[src/rtl/mem_arb_pkg.sv]
// mem_arb_pkg: state encoding, write-size codes and address limit shared by mem_arbiter.
package mem_arb_pkg;
    typedef enum logic [2:0] {IDLE, RD1, RD2, WR, RESP} state_t;
    typedef enum logic [1:0] {NONE, BYTE, HALF, WORD} wsize_t;
    localparam logic [31:0] MEM_LIMIT_DEFAULT = 32'h0002_0000;
endpackage

[src/rtl/rr_arbiter2.sv]
// rr_arbiter2: two-way round-robin pick; on contention the port not served last wins.
module rr_arbiter2 (
    input  logic [1:0] req,
    input  logic       last,
    output logic       id,
    output logic       valid
);
    assign id    = (&req) ? ~last : req[1];
    assign valid = |req;
endmodule

[src/rtl/mem_arbiter.sv]
// mem_arbiter: two-port round-robin arbiter in front of a single memory, one transaction at a time.
// Define MEM_ARBITER_TIMEOUT_EN to abort writes that see no memory response within 255 cycles.
module mem_arbiter
    import mem_arb_pkg::*;
#(
    parameter int                   WORD_SIZE = 32,
    parameter logic [WORD_SIZE-1:0] MEM_LIMIT = WORD_SIZE'(MEM_LIMIT_DEFAULT)
) (
    input  logic                 clk,
    input  logic                 rst,
    input  logic                 req_0,
    input  logic [1:0]           we_0,
    input  logic [WORD_SIZE-1:0] addr_0,
    input  logic [WORD_SIZE-1:0] wdata_0,
    output logic                 gnt_0,
    output logic                 ack_0,
    output logic                 err_0,
    output logic [WORD_SIZE-1:0] rdata_0,
    input  logic                 req_1,
    input  logic [1:0]           we_1,
    input  logic [WORD_SIZE-1:0] addr_1,
    input  logic [WORD_SIZE-1:0] wdata_1,
    output logic                 gnt_1,
    output logic                 ack_1,
    output logic                 err_1,
    output logic [WORD_SIZE-1:0] rdata_1,
    output logic [31:0]          mem_address,
    output logic [1:0]           mem_write_mode,
    output logic [7:0]           mem_write_byte,
    output logic [15:0]          mem_write_half_word,
    output logic [31:0]          mem_write_word,
    input  logic [31:0]          mem_word_output,
    input  logic                 mem_done,
    input  logic                 mem_error
);
    state_t               r_state, w_next;
    logic [WORD_SIZE-1:0] r_addr, r_wdata, r_rdata_0, r_rdata_1;
    logic [WORD_SIZE-1:0] w_addr_in, w_wdata_in;
    logic [1:0]           r_we, w_we_in;
    logic                 r_id, r_last, r_err, r_pend;
    logic                 w_id, w_valid, w_grant, w_oob, w_resp, w_tmo;

    rr_arbiter2 u_rr (.req({req_1, req_0}), .last(r_last), .id(w_id), .valid(w_valid));

    // r_pend holds the one IDLE cycle an out-of-range request spends before its error response
    assign w_grant    = rst && r_state == IDLE && !r_pend && w_valid;
    assign w_addr_in  = w_id ? addr_1 : addr_0;
    assign w_wdata_in = w_id ? wdata_1 : wdata_0;
    assign w_we_in    = w_id ? we_1 : we_0;
    assign w_oob      = w_addr_in >= MEM_LIMIT;

    always_comb begin
        w_next = r_state;
        unique case (r_state)
            IDLE:    w_next = r_pend ? RESP : (w_grant && !w_oob) ? (w_we_in == NONE ? RD1 : WR) : IDLE;
            RD1:     w_next = RD2;
            RD2:     w_next = RESP;
            WR:      w_next = (mem_done || mem_error || w_tmo) ? RESP : WR;
            default: w_next = IDLE;
        endcase
    end

    always_ff @(posedge clk or negedge rst) begin
        if (!rst) begin
            r_state   <= IDLE;
            r_addr    <= '0;
            r_wdata   <= '0;
            r_we      <= NONE;
            r_id      <= 1'b0;
            r_last    <= 1'b1;
            r_err     <= 1'b0;
            r_pend    <= 1'b0;
            r_rdata_0 <= '0;
            r_rdata_1 <= '0;
        end else begin
            r_state <= w_next;
            r_pend  <= w_grant && w_oob;
            if (w_grant) begin
                r_addr  <= w_addr_in;
                r_wdata <= w_wdata_in;
                r_we    <= w_we_in;
                r_id    <= w_id;
                r_last  <= w_id;
                r_err   <= w_oob;
            end
            if (r_state == WR) r_err <= mem_error || (w_tmo && !mem_done);
            if (r_state == RD2 && !r_id) r_rdata_0 <= WORD_SIZE'(mem_word_output);
            if (r_state == RD2 && r_id) r_rdata_1 <= WORD_SIZE'(mem_word_output);
        end
    end

`ifdef MEM_ARBITER_TIMEOUT_EN
    // counts WR cycles starting at 1, so reaching 255 means 255 cycles without a response
    logic [7:0] r_tmo;
    always_ff @(posedge clk or negedge rst) begin
        if (!rst) r_tmo <= '0;
        else r_tmo <= (r_state == WR) ? r_tmo + 8'd1 : 8'd1;
    end
    assign w_tmo = r_tmo == 8'hFF;
`else
    assign w_tmo = 1'b0;
`endif

    assign w_resp              = r_state == RESP;
    assign gnt_0               = w_grant && !w_id;
    assign gnt_1               = w_grant && w_id;
    assign ack_0               = w_resp && !r_id;
    assign ack_1               = w_resp && r_id;
    assign err_0               = ack_0 && r_err;
    assign err_1               = ack_1 && r_err;
    assign rdata_0             = r_rdata_0;
    assign rdata_1             = r_rdata_1;
    assign mem_address         = 32'(r_addr);
    assign mem_write_mode      = (r_state == WR) ? r_we : NONE;
    assign mem_write_byte      = r_wdata[7:0];
    assign mem_write_half_word = r_wdata[15:0];
    assign mem_write_word      = 32'(r_wdata);
endmodule
[config.mk]
export PLATFORM = sky130hd
export DESIGN_NAME = mem_arbiter
export DESIGN_NICKNAME = d
export VERILOG_FILES = /design/src/rtl/mem_arb_pkg.sv /design/src/rtl/rr_arbiter2.sv /design/src/rtl/mem_arbiter.sv
export SDC_FILE = /design/constraint.sdc
export NUM_CORES = 1
export LEC_CHECK = 0
export BUFFER_PORTS_ARGS = -buffer_cell sky130_fd_sc_hd__clkbuf_2
export CORE_MARGIN = 3
export CORE_UTILIZATION = 41
export CTS_CLUSTER_DIAMETER = 40
export DETAILED_ROUTE_END_ITERATION = 6
export PLACE_DENSITY_LB_ADDON = 0.08
export SETUP_SLACK_MARGIN = 0.15
export SLEW_MARGIN = 25
export SYNTH_ARGS = -nofsm -noshare
export SYNTH_HDL_FRONTEND = slang
export SYNTH_SLANG_ARGS = --single-unit
[constraint.sdc]
create_clock -name clk -period 2.2 [get_ports clk]
set_input_delay 0.66 -clock clk [delete_from_list [all_inputs] [get_ports clk]]
set_output_delay 0.66 -clock clk [all_outputs]
set_load 0.005 [all_outputs]
==> results.md <==
* Status: complete, but fails checks
* Violated checks: setup timing
* P_leak at between 4 and 5 nW
* Routed wire per std cell at 16.20 um
* Filler instances at between 1k and 1.5k
* Post-placement setup slack at -0.1972 ns
* Die Wd at approximately 130 um
* Top cells by area, synth: sky130_fd_sc_hd__dfrtp_1 (57%), sky130_fd_sc_hd__mux2_2 (12%), sky130_fd_sc_hd__nand2_1 (8.5%)
* First-pass GRT wire length at about 27,000 um
* Worst min path class: input port to asynchronous set/reset pin
* Number of register bits inferred by synthesis at between 100 and 150
* Layout cells sized above 1 at ~50%
* DRC Markers at 0
* Floorplan core area at between 10,000 and 15,000 um2
* CTS sink count at about 140
* Critical-path top delay cell: sky130_fd_sc_hd__or4b_4
* CP max stage delay at 0.60 ns
* Number of levels the H-tree was split into at 4
* DR vias at 5,313
* Gate count of the mapped netlist at approximately 570
* Count of placed standard cells including taps at just over 1k
* Tot GR Track Use at a little over a fifth
* Type of element launching the critical path: flip-flop
* Die footprint at about 16,000 um2
* End-of-flow core utilization at ~61%
* Post-Route WL at 17,440 um
* Effective utilization at floorplan at a little over two fifths
* Worst-Skew Late Latency at roughly 0.4 ns
* Number of antenna-violating nets in the routed design at 0
* Endpoint class of the critical path: output pin
* Final period utilization at 108.2%
* Worst-case reg-to-reg path depth at 6
* Setup Skew at a little under 0.007 ns
* Most frequent standard cell in the layout excluding fill and tap cells: sky130_fd_sc_hd__clkbuf_2
* GPL Wtd Cong at ~0.81
* # setup viols final at 2
* Post-layout minimum cycle time at 2.380 ns
* CP required at around 1.5 ns
* Synth-to-Final Area Change at 42.64%
* Power per cell area at roughly 880 nW/um2
* Number of antenna violations at the first check in global routing at 0
* Achievable clock frequency at around 420 MHz
* Drt first pass iters at 4
* Nets in the synthesized netlist at between 700 and 800
* Combinational fraction of design power at 19.6%
* Area fraction of the dominant cell type after synthesis at 56.82%
* Max_slew headroom at about 45%
* Num ports at 330
* Post-synthesis cell type with the largest combined area: sky130_fd_sc_hd__dfrtp_1
* Power dissipated by switching net loads at 2.008 mW
* Number of cells in the finished layout apart from fillers at ~1.1k
* Post-layout worst setup margin at -0.1797 ns
* Std-Cell Rows at 43
* Worst endpoint data arrival time at ~1.7 ns
* Initial DRC Count at a little over 200
* Sw Ratio at ~27%
* Area of the multi-input gates at about 2300 um2
* Final Max Tran Viols at 0
* Most frequent cells in the layout: sky130_fd_sc_hd__clkbuf_2 (320), sky130_fd_sc_hd__nand2_1 (136), sky130_fd_sc_hd__dfrtp_1 (135)
* Number of nets in the final layout at 1,054
* Worst Max-Slew Pin Slew at roughly 0.82 ns
* Cell-by-cell listing of the critical path: or4b_4, nor3_4, buf_4
* Mean Syn Cell Area at between 10 and 15 um2
* Worst-path clk slew at about 0.050 ns
* CP Max Fanout at 3
* Startpoint of the worst-slack reg-to-reg timing path: r_state[2]
* Clock buffers created by TritonCTS at 17
* Final antenna diode count at 0
* Seq/Total Area, Yosys at between 50% and 60%
* Post-Synthesis Cell Area at ~6000 um2
* Gr ovfl total at 0
* Number of endpoints with negative hold slack in the final report at 0
* Post-DR vias/cell at a little under 5
* Clock root buffer: sky130_fd_sc_hd__clkbuf_16
* FF+latch area at about 3400 um2
* Number of buffers added on ports at about 330
* Clock network power share at 38.9%
* Worst Path Class, Setup: flip-flop to output pin
* Unrepaired setup endpoints after global routing: yes
* Peak supply drop at 0.0004944 V
* Height of the die at 126.9 um
* Proportion of power drawn by flip-flops and latches at roughly two fifths
* Min Hold Slack at 0.4306 ns
* Number of warnings reported in the yosys synthesis log at 0
* Deepest clock path buffer count at 2
* Number of global-route vias before repair at 5,348
* TritonCTS clock tree: done
* Worst reg-to-reg setup slack at between 0.2 and 0.25 ns
* Internal Pwr Total at 5.488 mW
* Distinct cell type count of the synthesized netlist at 34
* Pin count of the biggest net entering global routing at 75
* Worst R2R End: mem_address[0]
* Number of maximum-capacitance violations at 0
* Placed wire-length estimate at approximately 13,000 um
[flip-flops by register name (all words and copies together), names as in the netlist]
signal,count
mem_address,32
mem_write_word,32
r_err,1
r_id,1
r_last,1
r_pend,1
r_state,3
r_we,2
rdata_0,32
rdata_1,32
[worst max-delay path, delay by kind of cell, from the launching register on]
kind	cells	cell delay (ns)
flip-flops	1	0.38
AND/OR/NAND/NOR	2	0.76
buffers and inverters	1	0.16
[cell type report]
| cell class | count | share of cell area (%) |
|---|---|---|
| clock buffer | 25 | 5.800 |
| clock inverter | 7 | 1.333 |
| sequential | 137 | 40.16 |
| multi-input combinational | 374 | 26.83 |
| tap | 180 | 2.636 |
| timing repair buffer | 354 | 23.24 |
[stage by stage]
| step | area (um2) | TNS (ns) | power [mW] |
|---|---|---|---|
| floorplan | 5989 | 0 | 3.874 |
| global placement | 7759 | -10.70 | 4.575 |
| detailed placement | 7759 | -14.35 | 4.609 |
| CTS | 8471 | -0.4410 | 7.567 |
| global route | 8543 | -0.5885 | 7.881 |
| finish | 8543 | -0.3453 | 7.496 |
[worst max path at each step]
stage,endpoint,slack (ns),startpoint,cells after the start
after floorplan,gnt_0,0.13,rst,2
after global placement,mem_address[15],-0.15,rst,3
after detailed placement,mem_address[22],-0.20,rst,3
after CTS,gnt_0,-0.19,r_pend,3
after global routing,gnt_0,-0.23,r_state[2],3
final,gnt_0,-0.18,r_state[2],3
[cells in the mapped netlist]
library cell                 n
sky130_fd_sc_hd__nor3_1      4
sky130_fd_sc_hd__buf_2      18
sky130_fd_sc_hd__a21o_1      2
sky130_fd_sc_hd__a21boi_1    1
sky130_fd_sc_hd__clkbuf_1   15
sky130_fd_sc_hd__nor2_1     69
sky130_fd_sc_hd__mux2_2     63
sky130_fd_sc_hd__or4b_4      1
sky130_fd_sc_hd__a211o_1     1
sky130_fd_sc_hd__nor4b_1     1
sky130_fd_sc_hd__nor4b_2     1
sky130_fd_sc_hd__o21ai_1     1
sky130_fd_sc_hd__o221ai_1    1
sky130_fd_sc_hd__nor3_2      1
sky130_fd_sc_hd__buf_4      25
sky130_fd_sc_hd__mux2_1      2
sky130_fd_sc_hd__buf_6       2
sky130_fd_sc_hd__nor4_1      6
sky130_fd_sc_hd__a21bo_1     1
sky130_fd_sc_hd__or2_2       1
sky130_fd_sc_hd__and4_1      2
sky130_fd_sc_hd__a31oi_1    66
sky130_fd_sc_hd__nand3b_1    1
sky130_fd_sc_hd__nand2_1   136
sky130_fd_sc_hd__o21bai_1    2
sky130_fd_sc_hd__o21ai_0     1
sky130_fd_sc_hd__dfstp_2     1
sky130_fd_sc_hd__a22oi_1     1
sky130_fd_sc_hd__nor4bb_1    2
sky130_fd_sc_hd__dfrtp_1   136
sky130_fd_sc_hd__nor2_4      1
sky130_fd_sc_hd__and2_1      4
sky130_fd_sc_hd__a21oi_1     1
sky130_fd_sc_hd__and3b_1     1
[kinds of logic after synthesis]
logic type,Yosys count,synth area share [%]
DFF,137,57.26
buffers and inverters,60,5.954
muxes,65,12.22
and+or+nand+nor,231,16.21
AOI/OAI and AO/OA,78,8.356
[layer usage]
| layer | up-vias | wire length (um) | global-route usage (%) |
|---|---|---|---|
| met4 | 0 | 344 | 8.076 |
| met1 | 2495 | 6802 | 25.35 |
| met3 | 27 | 1513 | 7.368 |
| met5 | - | 0 | 0 |
| li1 | 2559 | - | - |
| met2 | 232 | 8785 | 36.61 |
[repair_timing]
action	in CTS	in global routing
pin swaps	8	7
hold buffers	0	0
gates resized for setup	12	14
endpoints found under the setup margin	8	87
buffers inserted	4	6
[power groups by stage]
| stage | Sequential, mW | Combinational (mW) | Clock, mW |
|---|---|---|---|
| 3_5_place_dp | 3.15 | 1.46 | 0 |
| 4_1_cts | 3.12 | 1.48 | 2.97 |
| 2_1_floorplan | 3.13 | 0.741 | 0 |
| 6_report | 3.11 | 1.47 | 2.91 |
| 3_3_place_gp | 3.14 | 1.44 | 0 |
| 5_1_grt | 3.16 | 1.64 | 3.08 |
Power figures use the tool's default switching activity.
